## src/rtl/shift_pkg.sv

```systemverilog
// Shared definitions for the serial deserializer: FSM states, bit-order
// encodings and the default frame width.
package shift_pkg;

   // Receiver states: waiting for a start bit, collecting data, checking stop
   typedef enum logic [1:0] {
      IDLE = 2'd0,
      DATA = 2'd1,
      STOP = 2'd2
   } state_t;

   // Bit-order selection as sampled from the dir input
   localparam logic DIR_MSB = 1'b0;
   localparam logic DIR_LSB = 1'b1;

   // Default number of data bits per frame
   localparam int WIDTH_DEFAULT = 4;

endpackage

```

## src/rtl/deser_hold.sv

```systemverilog
// Output holding register with a valid/ready handshake. A delivered word is
// accepted when the register is empty or being drained in the same cycle;
// otherwise the new word is dropped and an overrun pulse is raised.
module deser_hold
   import shift_pkg::*;
#(
   parameter int WIDTH = WIDTH_DEFAULT
) (
   input  logic             clk,
   input  logic             rst,
   input  logic             deliver_i,
   input  logic [WIDTH-1:0] word_i,
   input  logic             ready_i,
   output logic [WIDTH-1:0] dout_o,
   output logic             valid_o,
   output logic             overrun_o
);

   logic [WIDTH-1:0] dout_q, dout_d;
   logic             valid_q, valid_d;
   logic             ovr_q, ovr_d;

   // Next-state of the holding register: load, drop-with-overrun, or drain
   always_comb begin
      dout_d  = dout_q;
      valid_d = valid_q;
      ovr_d   = 1'b0;
      if (deliver_i) begin
         if (!valid_q || ready_i) begin
            dout_d  = word_i;
            valid_d = 1'b1;
         end else begin
            ovr_d = 1'b1;
         end
      end else if (valid_q && ready_i) begin
         valid_d = 1'b0;
      end
   end

   // Holding register state, cleared asynchronously
   always_ff @(posedge clk or negedge rst) begin
      if (!rst) begin
         dout_q  <= '0;
         valid_q <= 1'b0;
         ovr_q   <= 1'b0;
      end else begin
         dout_q  <= dout_d;
         valid_q <= valid_d;
         ovr_q   <= ovr_d;
      end
   end

   assign dout_o    = dout_q;
   assign valid_o   = valid_q;
   assign overrun_o = ovr_q;

endmodule

```

## src/rtl/shift_deser.sv

```systemverilog
// Serial-to-parallel deserializer: start bit, WIDTH data bits in a per-frame
// selectable bit order, then a stop bit. Good frames are handed to the
// holding register; bad stop bits raise a one-cycle frame error.
module shift_deser
   import shift_pkg::*;
#(
   parameter int WIDTH = WIDTH_DEFAULT
) (
   input  logic             clk,
   input  logic             rst,
   input  logic             sin,
   input  logic             bit_en,
   input  logic             dir,
   input  logic             dout_ready,
   output logic [WIDTH-1:0] dout,
   output logic             dout_valid,
   output logic             busy,
   output logic             frame_err,
   output logic             overrun
);

   localparam int CNT_W = $clog2(WIDTH);
   localparam logic [CNT_W-1:0] CNT_LAST = CNT_W'(WIDTH - 1);

   state_t           state_q;
   logic [CNT_W-1:0] cnt_q;
   logic [WIDTH-1:0] shreg_q;
   logic             dir_q;
   logic             busy_q;
   logic             ferr_q;
   logic             deliver;

   // A good stop bit hands the assembled word over on the same edge
   assign deliver = (state_q == STOP) && bit_en && sin;

   // Receive FSM with counter, shift register and registered status outputs
   always_ff @(posedge clk or negedge rst) begin
      if (!rst) begin
         state_q <= IDLE;
         cnt_q   <= '0;
         shreg_q <= '0;
         dir_q   <= DIR_MSB;
         busy_q  <= 1'b0;
         ferr_q  <= 1'b0;
      end else begin
         ferr_q <= 1'b0;
         if (bit_en) begin
            case (state_q)
               IDLE: begin
                  if (!sin) begin
                     state_q <= DATA;
                     cnt_q   <= '0;
                     dir_q   <= dir;
                     busy_q  <= 1'b1;
                  end
               end
               DATA: begin
                  if (dir_q == DIR_MSB) begin
                     shreg_q <= {shreg_q[WIDTH-2:0], sin};
                  end else begin
                     shreg_q <= {sin, shreg_q[WIDTH-1:1]};
                  end
                  // Counter parks on the last index; the frame moves on to STOP
                  if (cnt_q == CNT_LAST) begin
                     state_q <= STOP;
                  end else begin
                     cnt_q <= cnt_q + CNT_W'(1);
                  end
               end
               STOP: begin
                  state_q <= IDLE;
                  busy_q  <= 1'b0;
                  ferr_q  <= !sin;
               end
               default: begin
                  state_q <= IDLE;
                  busy_q  <= 1'b0;
               end
            endcase
         end
      end
   end

   deser_hold #(
      .WIDTH(WIDTH)
   ) u_hold (
      .clk       (clk),
      .rst       (rst),
      .deliver_i (deliver),
      .word_i    (shreg_q),
      .ready_i   (dout_ready),
      .dout_o    (dout),
      .valid_o   (dout_valid),
      .overrun_o (overrun)
   );

   assign busy      = busy_q;
   assign frame_err = ferr_q;

endmodule

```

## config.mk

```make
export PLATFORM = sky130hd
export DESIGN_NAME = shift_deser
export DESIGN_NICKNAME = d
export VERILOG_FILES = /design/src/rtl/shift_pkg.sv /design/src/rtl/deser_hold.sv /design/src/rtl/shift_deser.sv
export SDC_FILE = /design/constraint.sdc
export NUM_CORES = 1
export LEC_CHECK = 0
export BUFFER_PORTS_ARGS = -buffer_cell sky130_fd_sc_hd__clkbuf_2
export CAP_MARGIN = 10
export CORE_MARGIN = 4
export CORE_UTILIZATION = 52
export DETAILED_ROUTE_END_ITERATION = 12
export PLACE_DENSITY = 0.75
export SETUP_SLACK_MARGIN = 0.15
export SLEW_MARGIN = 20
export SYNTH_ARGS = -nofsm -noshare
export SYNTH_HDL_FRONTEND = slang
export SYNTH_SLANG_ARGS = --single-unit
```

## constraint.sdc

```tcl
create_clock -name clk -period 1.4 [get_ports clk]
set_input_delay 0.07 -clock clk [delete_from_list [all_inputs] [get_ports clk]]
set_output_delay 0.07 -clock clk [all_outputs]
set_load 0.05 [all_outputs]
```

==> results.txt <==
Run status - completed
Switching pwr - 735 uW
Routed length on met3 - 58 um
Critical Path, Cell by Cell - nand4b_4 -> nor2b_4 -> mux2_4
Wire length of the first global-routing pass - 2260 um
Post-CTS clock slew at the launch and capture registers of the worst setup and hold paths - 100 ps
Switching power as a share of total power - 0.397
Critical path buffers and inverters - 0
CP Data Arrival Time - 1430 ps
Pin count of the biggest net entering global routing - 18
Mapped Cells - 64
DR top layer - met4
Clock share of power - 0.139
Static leakage - 0.483 nW
Core Region - 1350 um2
Worst-path fanout max - 4
Post-route setup TNS - 0 ps
DRC errors left - 0
CTS sink count - 17
Sequential area share after synthesis - 0.553
Clock Path Buffers - 2
Tightest Pin Transition - 402 ps
Final Critical Period - 1260 ps
Antenna Diode Count - 0
Number of warnings printed during yosys synthesis - 0
Setup-violating endpoint count in the final report - 0
Maximum frequency from static timing analysis - 792 MHz
Count of standard-cell rows - 13
Proportion of layout cells with a drive suffix above 1 - 0.453
Category of the worst setup path launch point - flop
Met2 WL post-DR - 730 um
Synth top area share - 0.553
Fill count - 103
All-layer global routing usage - 0.152
Overflow left after global routing - 0
FF-to-FF setup slack - 140 ps
VDD IR-drop max - 0.00116 V
Req. time, crit path - 1570 ps
I/O pin count - 14
Leading area contributor after synthesis - dfrtp_1
Number of nets at the end of the flow - 94
Overall power after layout - 1.85 mW
Syn Std Cell Area - 769 um2
Synth Area per Inst - 12.0 um2
Worst slew margin - 0.732
CTS tree - built
Total CTS buffers - 3
Reg-to-reg critical path endpoint - u_hold.dout_o[3]
Die width - 46.5 um
Setup CP Type - reg -> reg
Final weighted congestion in routability-driven placement - 0.746
Cell area power density - 1940 nW/um2
Maximum level of the CTS H-tree - 1
Residual antenna-violating net count after detailed routing - 0
Number of detailed-routing iterations run before antenna repair - 4
Via total after detailed routing - 548
Chip height - 46.5 um
Area grow syn2layout - 24.6%
Cell type group with the largest total delay on the critical path - simple AND/OR/NAND/NOR gates
Cell chosen for the clock root - clkbuf_4
Number of cells on the worst hold path - 2
#FFs+latches synth - 17
Die Outline Area - 2160 um2
Reg2reg path depth - 3
Average wire per cell in the routed design - 14.3 um
Detailed-routing wirelength on met1 - 641 um
Wire length after detailed routing - 1440 um
Fraction of the cycle the final worst path needs - 0.902
Worst clock skew - 7.50 ps
Via density - 5.43
Nature of the critical path endpoint - flop
Via count of the first global-routing pass - 539
Number of nets in the synthesized netlist - 71
Maximum cell stage delay along the critical path - 390 ps
Starting density of the core - 0.570
Total of buffers placed on input and output ports - 13
Clock latency on the worst-skew pair - 280 ps
Worst reg2reg startpoint - state_q[0]
Number of antenna violations at the first check in global routing - 0
Top area cells in the synthesized netlist - dfrtp_1 (55%), mux2_2 (7.3%), mux2i_1 (5.2%)
HPWL after detailed placement - 1020 um
Final Hold Viols - 0
Max_cap viols - 0
Post-synth cell types - 23
Startpoint of the worst setup timing path - state_q[0]
Initial detailed-routing violation count - 5
Critical hold path startpoint - dir
Hold Path End - dir_q
Final-report max-slew violation count - 0
Portion of total power attributed to sequential cells - 0.430
Cell at the slowest stage of the critical path - dfrtp_1
Unrepaired setup endpoints after global routing - yes
Worst Hold Class - in -> reg
Int Power - 1.12 mW
Part of the total power dissipated in combinational logic - 0.431
-- worst register-to-register path: stages, from the launching register on --
cell and delay (ps):
dfrtp_1 390, nand4b_4 190, nor2b_4 240, mux2_4 330
-- layer usage --
metal / vias to the layer above / track usage
met5: - / 0
met2: 12 / 0.266
met3: 2 / 0.0234
met1: 268 / 0.179
met4: 0 / 0.0682
li1: 266 / -
-- cells by family after synthesis --
| kind of cell | after synthesis | share of synthesized area |
|---|---|---|
| AO/OA/AOI/OAI | 14 | 0.0992 |
| adder cells (fa/ha/maj) | 1 | 0.0163 |
| buffers and inverters | 5 | 0.0293 |
| flip-flops | 17 | 0.553 |
| multiplexers | 9 | 0.125 |
| AND/OR/NAND/NOR | 18 | 0.177 |
-- power groups by stage --
stage	registers, mW	logic (mW)	clock network, mW
after CTS	0.792	0.724	0.266
final	0.798	0.799	0.257
after global routing	0.824	0.872	0.283
after global placement	0.796	0.676	0
after detailed placement	0.805	0.694	0
after floorplan	0.952	0.357	0
-- area by class of cell --
type / instances / area [um2] / area share
flip-flops and latches: 17 / 428 / 0.446
multi-input cells: 42 / 354 / 0.369
well taps: 15 / 18.8 / 0.0196
clock buffers: 4 / 26.3 / 0.0274
inverters: 3 / 11.3 / 0.0117
repair buffers: 20 / 120 / 0.125
-- state kept, by name, indices dropped and copies added (netlist names) --
register          cells
busy                  1
cnt_q                 2
u_hold.overrun_o      1
state_q               2
u_hold.valid_o        1
shreg_q               4
dir_q                 1
u_hold.dout_o         4
frame_err             1
-- worst max path at each step --
| stage | to | slack, ps | cells past startpoint |
|---|---|---|---|
| floorplan | u_hold.dout_o[0] | 130 | 3 |
| global placement | cnt_q[1] | 180 | 4 |
| detailed placement | u_hold.dout_o[3] | 130 | 3 |
| CTS | u_hold.dout_o[3] | 140 | 3 |
| global route | u_hold.dout_o[3] | 90 | 3 |
| finish | u_hold.dout_o[3] | 140 | 3 |
-- repair_timing --
item                                   CTS  global route
gates resized for setup                  1             7
hold buffers                             1             0
endpoints found under the hold margin   17             0
buffers inserted                         1             3
setup endpoints to repair                5             6
-- stage by stage --
step	hold slack, ps	area [um2]	utilization	worst slack, ps	instances
after global routing	7.28	958	0.710	92.5	101
after CTS	8.54	908	0.673	143	98
after floorplan	-226	776	-	128	64
after detailed placement	21.0	863	0.639	129	92
after global placement	19.7	863	0.639	177	92
final	12.3	958	0.710	138	101
-- synthesized netlist by cell type --
library cell / count
o22ai_1: 2
buf_1: 1
nor2_1: 2
dfrtp_1: 17
buf_4: 1
o21ai_0: 6
mux2i_1: 4
a21oi_1: 5
and4bb_2: 1
nand4b_4: 1
a21o_2: 1
nor2b_4: 1
nor3_1: 1
nand2_1: 6
nand2b_4: 1
mux2_2: 5
ha_1: 1
nand2b_1: 1
or2b_1: 1
nor4b_1: 1
inv_1: 3
and3_2: 1
nand3b_1: 1
-- placed cells by master (no fill, tap or decap), drive strengths merged, types with 3 or more instances in the layout --
cell and n:
dfrtp 17, clkbuf 17, nand2 6, o21ai 6, buf 6, mux2 5
a21oi 5, mux2i 4, inv 3
Power figures use the tool's default switching activity.
